===== config.mk =====
export PLATFORM = sky130hd
export DESIGN_NAME = gru_sequence_controller
export DESIGN_NICKNAME = d
export VERILOG_FILES = /design/src/rtl/gru_ctrl_pkg.sv /design/src/rtl/gru_sequence_controller_vec_serializer.sv /design/src/rtl/gru_sequence_controller.sv
export SDC_FILE = /design/constraint.sdc
export NUM_CORES = 1
export LEC_CHECK = 0
export CAP_MARGIN = 20
export CORE_MARGIN = 2
export CORE_UTILIZATION = 33
export DETAILED_ROUTE_END_ITERATION = 8
export REMOVE_ABC_BUFFERS = 1
export SYNTH_ARGS = -nofsm -noshare
export SYNTH_HDL_FRONTEND = slang
export SYNTH_SLANG_ARGS = --single-unit

===== constraint.sdc =====
create_clock -name clk -period 12.62 [get_ports clk]
set_input_delay 3.786 -clock clk [delete_from_list [all_inputs] [get_ports clk]]
set_output_delay 3.786 -clock clk [all_outputs]
set_load 0.005 [all_outputs]

===== src/rtl/gru_ctrl_pkg.sv =====
// Shared types and sizing helpers for the GRU sequence controller.
package gru_ctrl_pkg;

    typedef enum logic [1:0] {
        LOAD    = 2'd0,
        COMPUTE = 2'd1,
        DRAIN   = 2'd2
    } ctrl_state_t;

    // Counter width for a counter running over 0..n-1, never narrower than 1 bit.
    function automatic int unsigned cnt_width(input int unsigned n);
        return (n <= 2) ? 1 : $clog2(n);
    endfunction

endpackage


===== src/rtl/gru_sequence_controller_vec_serializer.sv =====
// Drains a captured hidden vector onto a scalar valid/ready stream, element 0 first.
module vec_serializer
    import gru_ctrl_pkg::*;
#(
    parameter int WIDTH  = 16,
    parameter int H_SIZE = 8
) (
    input  logic                           clk,
    input  logic                           reset,
    input  logic                           active,
    input  logic [H_SIZE-1:0][WIDTH-1:0]   vec,
    input  logic                           out_ready,
    output logic [WIDTH-1:0]               out_data,
    output logic                           out_valid,
    output logic                           out_last,
    output logic                           done
);

    localparam int unsigned IW = cnt_width(H_SIZE);
    localparam logic [IW-1:0] IDX_LAST = IW'(H_SIZE - 1);

    logic [IW-1:0] out_idx;

    // Element index advances on each accepted beat and wraps after the last one.
    always_ff @(posedge clk or posedge reset) begin
        if (reset) begin
            out_idx <= '0;
        end else if (active && out_ready) begin
            out_idx <= (out_idx == IDX_LAST) ? '0 : out_idx + 1'b1;
        end
    end

    assign out_valid = active;
    assign out_data  = vec[out_idx];
    assign out_last  = active && (out_idx == IDX_LAST);
    assign done      = active && out_ready && (out_idx == IDX_LAST);

endmodule


===== src/rtl/gru_sequence_controller.sv =====
// Steps a GRU cell through SEQ_LEN time steps: gathers x_t, waits the cell
// latency, feeds h_t back as h_{t-1}, and finally streams out the hidden state.
module gru_sequence_controller
    import gru_ctrl_pkg::*;
#(
    parameter int WIDTH        = 16,
    parameter int NFRAC        = 12,
    parameter int X_SIZE       = 8,
    parameter int H_SIZE       = 8,
    parameter int SEQ_LEN      = 4,
    parameter int CELL_LATENCY = 6
) (
    input  logic                           clk,
    input  logic                           reset,
    input  logic [WIDTH-1:0]               in_data,
    input  logic                           in_valid,
    output logic                           in_ready,
    output logic [X_SIZE-1:0][WIDTH-1:0]   cell_x_t,
    output logic [H_SIZE-1:0][WIDTH-1:0]   cell_h_prev,
    input  logic [H_SIZE-1:0][WIDTH-1:0]   cell_h_t,
    output logic [WIDTH-1:0]               out_data,
    output logic                           out_valid,
    input  logic                           out_ready,
    output logic                           out_last,
    output logic                           busy
);

    if (NFRAC >= WIDTH || SEQ_LEN < 1 || CELL_LATENCY < 1) begin : g_param_check
        $error("gru_sequence_controller: illegal parameter combination");
    end

    localparam int unsigned EW = cnt_width(X_SIZE);
    localparam int unsigned LW = cnt_width(CELL_LATENCY);
    localparam int unsigned SW = cnt_width(SEQ_LEN);
    localparam logic [EW-1:0] ELEM_LAST = EW'(X_SIZE - 1);
    localparam logic [LW-1:0] LAT_LAST  = LW'(CELL_LATENCY - 1);
    localparam logic [SW-1:0] STEP_LAST = SW'(SEQ_LEN - 1);

    ctrl_state_t state, state_nxt;

    logic [EW-1:0] elem_cnt;
    logic [LW-1:0] lat_cnt;
    logic [SW-1:0] step_cnt;
    logic [X_SIZE-1:0][WIDTH-1:0] x_buf;
    logic [H_SIZE-1:0][WIDTH-1:0] h_reg;

    logic accept;
    logic capture;
    logic drain_done;

    assign cell_x_t    = x_buf;
    assign cell_h_prev = h_reg;

    // State register.
    always_ff @(posedge clk or posedge reset) begin
        if (reset) begin
            state <= LOAD;
        end else begin
            state <= state_nxt;
        end
    end

    // Next-state decode plus the per-state strobes that drive the datapath.
    always_comb begin
        state_nxt = state;
        in_ready  = 1'b0;
        busy      = 1'b0;
        accept    = 1'b0;
        capture   = 1'b0;
        case (state)
            LOAD: begin
                in_ready = 1'b1;
                accept   = in_valid;
                if (in_valid && (elem_cnt == ELEM_LAST)) begin
                    state_nxt = COMPUTE;
                end
            end
            COMPUTE: begin
                busy = 1'b1;
                if (lat_cnt == LAT_LAST) begin
                    capture   = 1'b1;
                    state_nxt = (step_cnt == STEP_LAST) ? DRAIN : LOAD;
                end
            end
            DRAIN: begin
                busy = 1'b1;
                if (drain_done) begin
                    state_nxt = LOAD;
                end
            end
            default: state_nxt = LOAD;
        endcase
    end

    // Counters and the x_t / h_{t-1} holding registers.
    always_ff @(posedge clk or posedge reset) begin
        if (reset) begin
            elem_cnt <= '0;
            lat_cnt  <= '0;
            step_cnt <= '0;
            x_buf    <= '0;
            h_reg    <= '0;
        end else begin
            if (accept) begin
                x_buf[elem_cnt] <= in_data;
                if (elem_cnt == ELEM_LAST) begin
                    elem_cnt <= '0;
                    lat_cnt  <= '0;
                end else begin
                    elem_cnt <= elem_cnt + 1'b1;
                end
            end
            if (state == COMPUTE) begin
                lat_cnt <= lat_cnt + 1'b1;
            end
            if (capture) begin
                h_reg    <= cell_h_t;
                step_cnt <= (step_cnt == STEP_LAST) ? '0 : step_cnt + 1'b1;
            end
            // A finished drain leaves zero state for the next sequence.
            if (drain_done) begin
                h_reg <= '0;
            end
        end
    end

    vec_serializer #(
        .WIDTH  (WIDTH),
        .H_SIZE (H_SIZE)
    ) u_vec_serializer (
        .clk       (clk),
        .reset     (reset),
        .active    (state == DRAIN),
        .vec       (h_reg),
        .out_ready (out_ready),
        .out_data  (out_data),
        .out_valid (out_valid),
        .out_last  (out_last),
        .done      (drain_done)
    );

endmodule


==> results of run 1 <==
layout by cell type, fill, tap and decap left out, types with 2 or more instances in the layout:
cell type	synthesis	layout
sky130_fd_sc_hd__a22o_1	128	128
sky130_fd_sc_hd__a31oi_4	0	2
sky130_fd_sc_hd__buf_4	3	9
sky130_fd_sc_hd__clkbuf_1	12	8
sky130_fd_sc_hd__clkbuf_16	0	31
sky130_fd_sc_hd__clkbuf_8	0	9
sky130_fd_sc_hd__clkdlybuf4s50_1	0	423
sky130_fd_sc_hd__clkinv_2	0	4
sky130_fd_sc_hd__dfrtp_1	269	267
sky130_fd_sc_hd__dfrtp_2	0	2
sky130_fd_sc_hd__diode_2	0	4
sky130_fd_sc_hd__ha_1	10	10
sky130_fd_sc_hd__inv_1	4	3
sky130_fd_sc_hd__mux2_2	139	139
sky130_fd_sc_hd__mux2_4	10	10
sky130_fd_sc_hd__mux2i_1	2	2
sky130_fd_sc_hd__mux4_2	32	32
sky130_fd_sc_hd__nand2_1	11	11
sky130_fd_sc_hd__nand2b_1	4	4
sky130_fd_sc_hd__nand3_1	3	3
sky130_fd_sc_hd__nor2_1	5	2
sky130_fd_sc_hd__nor2_2	0	3
sky130_fd_sc_hd__nor3_4	0	3
sky130_fd_sc_hd__o21ai_0	3	3
cell families (layout without fill, tap and decap cells):
family	count (synthesis)	count (layout)	synth area share (%)
buf+inv	55	490	2.58
xor+xnor	1	1	0.0796
compound gates	140	140	11.0
fa+ha+maj	10	10	1.14
flops	269	269	61.2
mux	183	183	22.3
simple gates	34	34	1.75
other cells	0	4	0
critical path: stages, from the launching register on:
cell	delay, ps
sky130_fd_sc_hd__dfrtp_2	420
sky130_fd_sc_hd__buf_4	490
sky130_fd_sc_hd__mux4_2	610
sky130_fd_sc_hd__mux2_2	280
sky130_fd_sc_hd__clkdlybuf4s50_1	450
power breakdown:
group / switching [mW] / internal [mW] / total, mW
logic: 0.694 / 1.43 / 2.12
registers: 0.326 / 1.29 / 1.62
clock network: 0.345 / 0.518 / 0.864
metrics by stage:
step,util (%),std cells
2_1_floorplan,-,641
3_3_place_gp,47.9,1516
3_5_place_dp,47.9,1516
4_1_cts,50.9,1569
5_1_grt,51.0,1572
6_report,51.0,1573
state kept, by name (all words and copies together), names as in the netlist:
name,count
elem_cnt,3
lat_cnt,3
cell_x_t,128
state,2
step_cnt,2
u_vec_serializer.out_idx,3
cell_h_prev,128
worst max-delay path by stage:
stage	end	slack (ps)	cells past startpoint
floorplan	cell_h_prev[0]	1420	1
global placement	cell_h_prev[125]	6470	5
detailed placement	cell_h_prev[47]	6460	5
CTS	out_data[5]	5920	4
global route	out_data[5]	5870	4
finish	out_data[5]	6010	4
cell type report:
| type | instances | area (µm²) | area share, % |
|---|---|---|---|
| inverters | 4 | 22.5 | 0.135 |
| clock inverters | 5 | 50.0 | 0.300 |
| well taps | 442 | 553 | 3.32 |
| clock buffers | 48 | 930 | 5.58 |
| diodes | 4 | 10.0 | 0.0601 |
| multi-input cells | 368 | 4050 | 24.3 |
| repair buffers | 433 | 4320 | 25.9 |
| flip-flops and latches | 269 | 6730 | 40.4 |
metal layers:
layer | track usage [%] | vias up | part of all wire, % | wire, µm
li1 | - | 3466 | - | -
met1 | 24.1 | 3963 | 40 | 14000
met2 | 33.3 | 326 | 48 | 17000
met3 | 7.56 | 47 | 9.9 | 3480
met4 | 4.76 | 0 | 2.0 | 690
met5 | 0 | - | 0 | 0
==> results_dict.tcl, run 1 <==
set metrics [dict create \
    status "finished, final reports clean" \
    fin_tns_setup_ps 0 \
    clock_latency_ps 550 \
    holdCritPathClass "flip-flop to flip-flop" \
    pin_count_of_the_biggest_net_entering_global_routing 142 \
    fin_area_um2 16700 \
    yosysMostFrequentCell "sky130_fd_sc_hd__dfrtp_1" \
    via_count 7802 \
    beginning_of_the_worst_hold_path "cell_x_t[75]" \
    netlist.area_leader.share_pct 61.2 \
    synthTopCellsByArea "sky130_fd_sc_hd__dfrtp_1 (61%), sky130_fd_sc_hd__mux2_2 (14%), sky130_fd_sc_hd__a22o_1 (10%)" \
    wl_um 35200 \
    post_cts_hold_buffer_count 0 \
    achievable-frequency_ghz 0.151 \
    cts_max_level 1 \
    worstMarginPinSlew_ps 1080 \
    post-route-worst-setup-slack_ps 6010 \
    ant_nets 0 \
    dieWidth_um 187 \
    synth.cell_area_um2 11000 \
    synth_sequential_area_ratio_pct 61.2 \
    r2r_end "cell_h_prev[19]" \
    wl_per_cell_um 22.4 \
    number_of_cells_traversed_by_the_worst_hold_path 1 \
    area_enclosed_by_the_die_boundary_um2 34800 \
    timing.clock.skew_ps 12.0 \
    drt_iter0_markers 386 \
    first_global_vias 8469 \
    drt-vias-per-instance 4.96 \
    layout_worst_path_cycle_share_pct 52.4 \
    starting_density_of_the_core_pct 33.7 \
    unrepaired_setup_endpoints_after_global_routing "no" \
    cp_data_required_time_ps 8830 \
    min_to "cell_x_t[75]" \
    maxSlewHeadroom_pct 28.2 \
    grt_use_total_pct 19.8 \
    yosys.area.top_type "sky130_fd_sc_hd__dfrtp_1" \
    synthesis.area_per_instance_um2 15.9 \
    floorplan.die.height_um 187 \
    clock-sinks 269 \
    gr_ovfl_total 0 \
    ys_warnings 0 \
    placement.io_buffers 423 \
    io-pin-count 424 \
    cts-root-to-sink-buffers 3 \
    number_of_antenna_violations_at_the_first_check_in_global_routing 3 \
    critPathKind "flip-flop to output port" \
    holdWs_ps 502 \
    max_cap_violations 0 \
    remaining_drc_errors 0 \
    syn_to_final_growth_pct 51.4 \
    ys_async_sr_fraction_pct 100 \
    finalNetCount 1264 \
    crit_path_max_fanout 30 \
    fin_crit_ps 6610 \
    synth_edf_count 0 \
    tritoncts "yes" \
    timing.final.hold_violations 0 \
    synth_top_cells_by_count "sky130_fd_sc_hd__dfrtp_1 (269), sky130_fd_sc_hd__mux2_2 (139), sky130_fd_sc_hd__a22o_1 (128)" \
    drt_pre_antenna_iters 4 \
    worst_setup_path_startpoint "u_vec_serializer.out_idx[2]" \
    count_of_state_elements_after_synthesis 269 \
    setup.reg_to_reg.worst_slack_ps 9530 \
    crit-reg2reg-launch "u_vec_serializer.out_idx[1]" \
    top_flip_flop_cell_by_instance_count_after_synthesis "sky130_fd_sc_hd__dfrtp_1" \
    p_leak_nw 6.93 \
    place_congestion 0.792 \
    row_count 66 \
    cts_resized 0 \
    placeableCoreArea_um2 32700 \
    timing.final.setup_violations 0 \
    grt_first_pass_wirelength_um 53600 \
    cts_inserted_buffers 30 \
    filler_cell_count 2863 \
    dp_hpwl_um 24600 \
    clkSlewWorstSetupHoldPaths_ps 60 \
    total_power_draw_mw 4.60 \
    final_max_slew_violation_count 0 \
    clk_root_buffer_cell "sky130_fd_sc_hd__clkbuf_16" \
    dpl-instance-area_um2 15700 \
    power_density_nw_per_um2 276 \
    layout-drive-gt1-share_pct 22.3 \
    kind_of_end_point_of_the_critical_path "output port" \
    ir_drop_mv 0.127 \
    worstPathArrival_ps 2830 \
    postCtsSetupRepairBufs 0 \
    dpl_worst_slack_ps 6460 \
    setup.worst_path.start_class "flip-flop" \
    worst_r2r_path_depth 7 \
    syn_inst 692 \
    synth_cell_type_count 37 \
]
Power figures use the tool's default switching activity.
==> inputs of run 2 (changes only) <==
==> constraint.sdc (replaced) <==
create_clock -name clk -period 6.27 [get_ports clk]
set_input_delay 1.881 -clock clk [delete_from_list [all_inputs] [get_ports clk]]
set_output_delay 1.881 -clock clk [all_outputs]
set_load 0.005 [all_outputs]
==> results_dict.tcl, run 2 (synthesis results as in run 1) <==
set metrics [dict create \
    number_of_cells_traversed_by_the_worst_hold_path 1 \
    crit_path_max_fanout 29 \
    area_enclosed_by_the_die_boundary_um2 34800 \
    total_power_draw_mw 9.43 \
    floorplan.die.height_um 187 \
    worstPathArrival_ps 3090 \
    dp_hpwl_um 25200 \
    clk_root_buffer_cell "sky130_fd_sc_hd__clkbuf_16" \
    drt_iter0_markers 273 \
    filler_cell_count 2850 \
    drt_pre_antenna_iters 4 \
    number_of_antenna_violations_at_the_first_check_in_global_routing 2 \
    remaining_drc_errors 0 \
    fin_crit_ps 4970 \
    fin_area_um2 16800 \
    setup.worst_path.start_class "flip-flop" \
    maxSlewHeadroom_pct 30.5 \
    via_count 7773 \
    starting_density_of_the_core_pct 33.7 \
    dieWidth_um 187 \
    grt_use_total_pct 19.9 \
    placement.io_buffers 423 \
    setup.reg_to_reg.worst_slack_ps 3190 \
    post-place-cells 1514 \
    unrepaired_setup_endpoints_after_global_routing "no" \
    worst_setup_path_startpoint "u_vec_serializer.out_idx[2]" \
    cts-root-to-sink-buffers 3 \
    finalNetCount 1264 \
    place_congestion 0.818 \
    wl_um 35500 \
    mostFrequentLayoutCells "sky130_fd_sc_hd__clkdlybuf4s50_1 (423), sky130_fd_sc_hd__dfrtp_1 (267), sky130_fd_sc_hd__mux2_2 (139)" \
    dpl-instance-area_um2 15700 \
    grt_first_pass_wirelength_um 53700 \
    min_to "cell_x_t[70]" \
    layout-drive-gt1-share_pct 22.3 \
    cts_max_level 1 \
    first_global_vias 8434 \
    clock-sinks 269 \
    wl_per_cell_um 22.6 \
    status "finished, final reports clean" \
    tritoncts "yes" \
    r2r_end "cell_h_prev[126]" \
    timing.final.hold_violations 0 \
    timing.final.setup_violations 0 \
    holdCritPathClass "flip-flop to flip-flop" \
    kind_of_end_point_of_the_critical_path "output port" \
    gr_ovfl_total 0 \
    worst_r2r_path_depth 5 \
    post_cts_hold_buffer_count 0 \
    power_density_nw_per_um2 562 \
    drt-vias-per-instance 4.95 \
    max_cap_violations 0 \
    syn_to_final_growth_pct 52.5 \
    layout_worst_path_cycle_share_pct 79.2 \
    pin_count_of_the_biggest_net_entering_global_routing 116 \
    postCtsSetupRepairBufs 0 \
    worstMarginPinSlew_ps 1040 \
    ant_nets 0 \
    ir_drop_mv 0.263 \
    clkSlewWorstSetupHoldPaths_ps 60 \
    timing.clock.skew_ps 16.5 \
    critPathKind "flip-flop to output port" \
    placeableCoreArea_um2 32700 \
    row_count 66 \
    p_leak_nw 6.97 \
    cts_inserted_buffers 31 \
    cp_data_required_time_ps 4390 \
    final_max_slew_violation_count 0 \
    clock_latency_ps 550 \
    final_common_cell "sky130_fd_sc_hd__clkdlybuf4s50_1" \
    achievable-frequency_ghz 0.201 \
    cts_resized 0 \
    final_non_filler_cells 1571 \
    crit-reg2reg-launch "u_vec_serializer.out_idx[0]" \
    beginning_of_the_worst_hold_path "cell_x_t[70]" \
    io-pin-count 424 \
]
run 2: cell count changes in the layout (fill, tap and decap cells not counted), sizes merged:
cell	before	now
clkinvlp	0	1
bufinv	1	5
diode	4	2
clkinv	4	3
buf	10	9
clkbuf	48	45
run 2: where the power goes:
group / total [mW] / internal (mW) / switching (mW)
registers: 3.35 / 2.60 / 0.748
logic: 4.20 / 2.88 / 1.32
clock network: 1.88 / 1.18 / 0.703
total: 9.43 / 6.66 / 2.77
run 2: routing by layer:
metal | vias up | track usage (%) | share of wire, % | wire, µm
li1 | 3466 | - | - | -
met4 | 0 | 4.67 | 1.9 | 684
met3 | 45 | 8.58 | 10 | 3720
met2 | 313 | 33.8 | 48 | 17100
met1 | 3949 | 23.4 | 39 | 14000
met5 | - | 0 | 0 | 0
run 2: cell type report:
| cell class | instances | area, µm² | area share, % |
|---|---|---|---|
| sequential | 269 | 6730 | 40.1 |
| timing repair buffer | 432 | 4360 | 26.0 |
| multi-input combinational | 368 | 4050 | 24.1 |
| clock buffer | 45 | 888 | 5.29 |
| tap | 442 | 553 | 3.30 |
| clock inverter | 9 | 173 | 1.03 |
| inverter | 4 | 22.5 | 0.134 |
| antenna | 2 | 5.00 | 0.0298 |
run 2: worst max path at each step:
stage	slack, ps	to
4_1_cts	1240	out_data[9]
3_3_place_gp	1870	out_data[9]
5_1_grt	1160	out_data[3]
6_report	1300	out_data[9]
3_5_place_dp	1840	out_data[9]
2_1_floorplan	-3020	cell_h_prev[0]
run 2: worst max-delay path: stages (launching register included):
cell                              delay [ps]
sky130_fd_sc_hd__dfrtp_2                 940
sky130_fd_sc_hd__buf_4                   310
sky130_fd_sc_hd__mux4_2                  510
sky130_fd_sc_hd__mux2_2                  290
sky130_fd_sc_hd__clkdlybuf4s50_1         440
run 2: per-stage QoR:
stage               hold slack, ps  utilization, %  worst slack [ps]  setup TNS, ps
floorplan                      480               -             -3020       -1002530
global placement               487            47.9              1870              0
detailed placement             492            48.0              1840              0
CTS                            505            51.2              1240              0
global route                   517            51.3              1160              0
finish                         502            51.3              1300              0
==> inputs of run 3 (changes only) <==
==> constraint.sdc (replaced) <==
create_clock -name clk -period 5 [get_ports clk]
set_input_delay 1.5 -clock clk [delete_from_list [all_inputs] [get_ports clk]]
set_output_delay 1.5 -clock clk [all_outputs]
set_load 0.005 [all_outputs]
==> results_dict.tcl, run 3 (synthesis results as in run 1) <==
set metrics [dict create \
    floorplan.die.height_um 187 \
    critPathKind "flip-flop to output port" \
    clock_latency_ps 570 \
    number_of_cells_traversed_by_the_worst_hold_path 1 \
    drt_iter0_markers 327 \
    mostFrequentLayoutCells "sky130_fd_sc_hd__clkdlybuf4s50_1 (423), sky130_fd_sc_hd__dfrtp_1 (267), sky130_fd_sc_hd__mux2_2 (139)" \
    layout-drive-gt1-share_pct 23.7 \
    comb_power_share_pct 45.9 \
    internal-power_mw 8.22 \
    ir_drop_mv 0.334 \
    io-pin-count 424 \
    fin_crit_ps 4320 \
    via_count 7899 \
    postCtsSetupRepairBufs 0 \
    maxSlewHeadroom_pct 35.6 \
    starting_density_of_the_core_pct 33.7 \
    clkSlewWorstSetupHoldPaths_ps 60 \
    max_cap_violations 0 \
    wl_um 35800 \
    filler_cell_count 2859 \
    setup.worst_path.start_class "flip-flop" \
    cts_resized 0 \
    placeableCoreArea_um2 32700 \
    unrepaired_setup_endpoints_after_global_routing "no" \
    holdCritPathClass "flip-flop to flip-flop" \
    clock-sinks 269 \
    pin_count_of_the_biggest_net_entering_global_routing 94 \
    kind_of_end_point_of_the_critical_path "output port" \
    p_leak_nw 7.04 \
    cts_inserted_buffers 31 \
    final_max_slew_violation_count 0 \
    first_global_vias 8585 \
    worstPathCellList "buf_4 > mux4_2 > mux2_2 > clkdlybuf4s50_1" \
    place_congestion 0.801 \
    worst_r2r_path_depth 6 \
    finalNetCount 1278 \
    r2r_end "cell_h_prev[122]" \
    clk_root_buffer_cell "sky130_fd_sc_hd__clkbuf_16" \
    placement.io_buffers 423 \
    wl_per_cell_um 22.5 \
    worstMarginPinSlew_ps 967 \
    worstPathArrival_ps 2820 \
    layout_worst_path_cycle_share_pct 86.4 \
    p_seq_share_pct 35.0 \
    syn_to_final_growth_pct 53.3 \
    dieWidth_um 187 \
    dp_hpwl_um 25800 \
    min_to "cell_x_t[70]" \
    total_switching_power_mw 3.51 \
    drt-vias-per-instance 4.96 \
    gr_ovfl_total 0 \
    row_count 66 \
    drt_pre_antenna_iters 4 \
    tritoncts "yes" \
    status "finished, final reports clean" \
    grt_first_pass_wirelength_um 54500 \
    switching_share_pct 29.9 \
    clock_power_share_pct 19.1 \
    grt_use_total_pct 20.3 \
    holdWs_ps 502 \
    cts_max_level 1 \
    achievable-frequency_ghz 0.231 \
    remaining_drc_errors 0 \
    timing.final.setup_violations 0 \
    critical_path.max_stage_delay_ps 570 \
    number_of_antenna_violations_at_the_first_check_in_global_routing 6 \
    crit_path_max_fanout 30 \
    post_cts_hold_buffer_count 0 \
    crit-reg2reg-launch "u_vec_serializer.out_idx[1]" \
    timing.critical_path.slowest_stage_cell "sky130_fd_sc_hd__mux4_2" \
    area_enclosed_by_the_die_boundary_um2 34800 \
    beginning_of_the_worst_hold_path "cell_x_t[70]" \
    ant_nets 0 \
    final_util_pct 51.6 \
    cp_data_required_time_ps 3500 \
    cts-root-to-sink-buffers 3 \
    timing.final.hold_violations 0 \
    setup.reg_to_reg.worst_slack_ps 2150 \
    final_common_cell "sky130_fd_sc_hd__clkdlybuf4s50_1" \
    timing.clock.skew_ps 23.9 \
    power_density_nw_per_um2 696 \
]
## run 3: stage by stage
| stage | setup TNS, ps | total power [mW] | std cells | setup WS (ps) | cell area (µm²) |
|---|---|---|---|---|---|
| finish | 0 | 11.7 | 1592 | 678 | 16900 |
| global route | 0 | 12.4 | 1592 | 529 | 16900 |
| CTS | 0 | 11.9 | 1587 | 589 | 16900 |
| detailed placement | 0 | 9.58 | 1529 | 1190 | 15800 |
| global placement | 0 | 9.53 | 1529 | 1230 | 15800 |
| floorplan | -1355460 | 6.16 | 641 | -3910 | 10700 |
## run 3: layout make-up
class,count,area [µm²],share of cell area [%]
Antenna cell,5,12.5,0.0742
Clock buffer,43,881,5.22
Clock inverter,15,138,0.816
Inverter,4,22.5,0.134
Multi-Input combinational cell,368,4050,24.0
Sequential cell,269,6730,39.9
Tap cell,442,553,3.28
Timing Repair Buffer,446,4480,26.6
## run 3: worst max-delay path by stage
stage,end,start
6_report,out_data[7],u_vec_serializer.out_idx[1]
2_1_floorplan,cell_h_prev[0],reset
3_5_place_dp,out_data[15],u_vec_serializer.out_idx[1]
3_3_place_gp,out_data[15],u_vec_serializer.out_idx[1]
4_1_cts,out_data[15],u_vec_serializer.out_idx[1]
5_1_grt,out_data[15],u_vec_serializer.out_idx[1]
## run 3: metal layers
metal | share of wire, % | global-route usage (%) | up-vias
met5 | 0.031 | 0 | -
met4 | 2.6 | 6.04 | 2
met3 | 9.7 | 8.16 | 57
met2 | 48 | 33.4 | 346
met1 | 40 | 24.4 | 3993
li1 | - | - | 3501
## run 3: power by group through the flow
stage	clock, mW	combinational [mW]	sequential (mW)
floorplan	0	2.05	4.10
global placement	0	5.40	4.13
detailed placement	0	5.46	4.13
CTS	2.30	5.48	4.12
global route	2.39	5.75	4.26
finish	2.24	5.38	4.11
## run 3: critical path, delay by kind of cell (launching register included)
family,cells,cell delay (ps)
buffers and inverters,2,1000
flip-flops,1,420
multiplexers,2,840
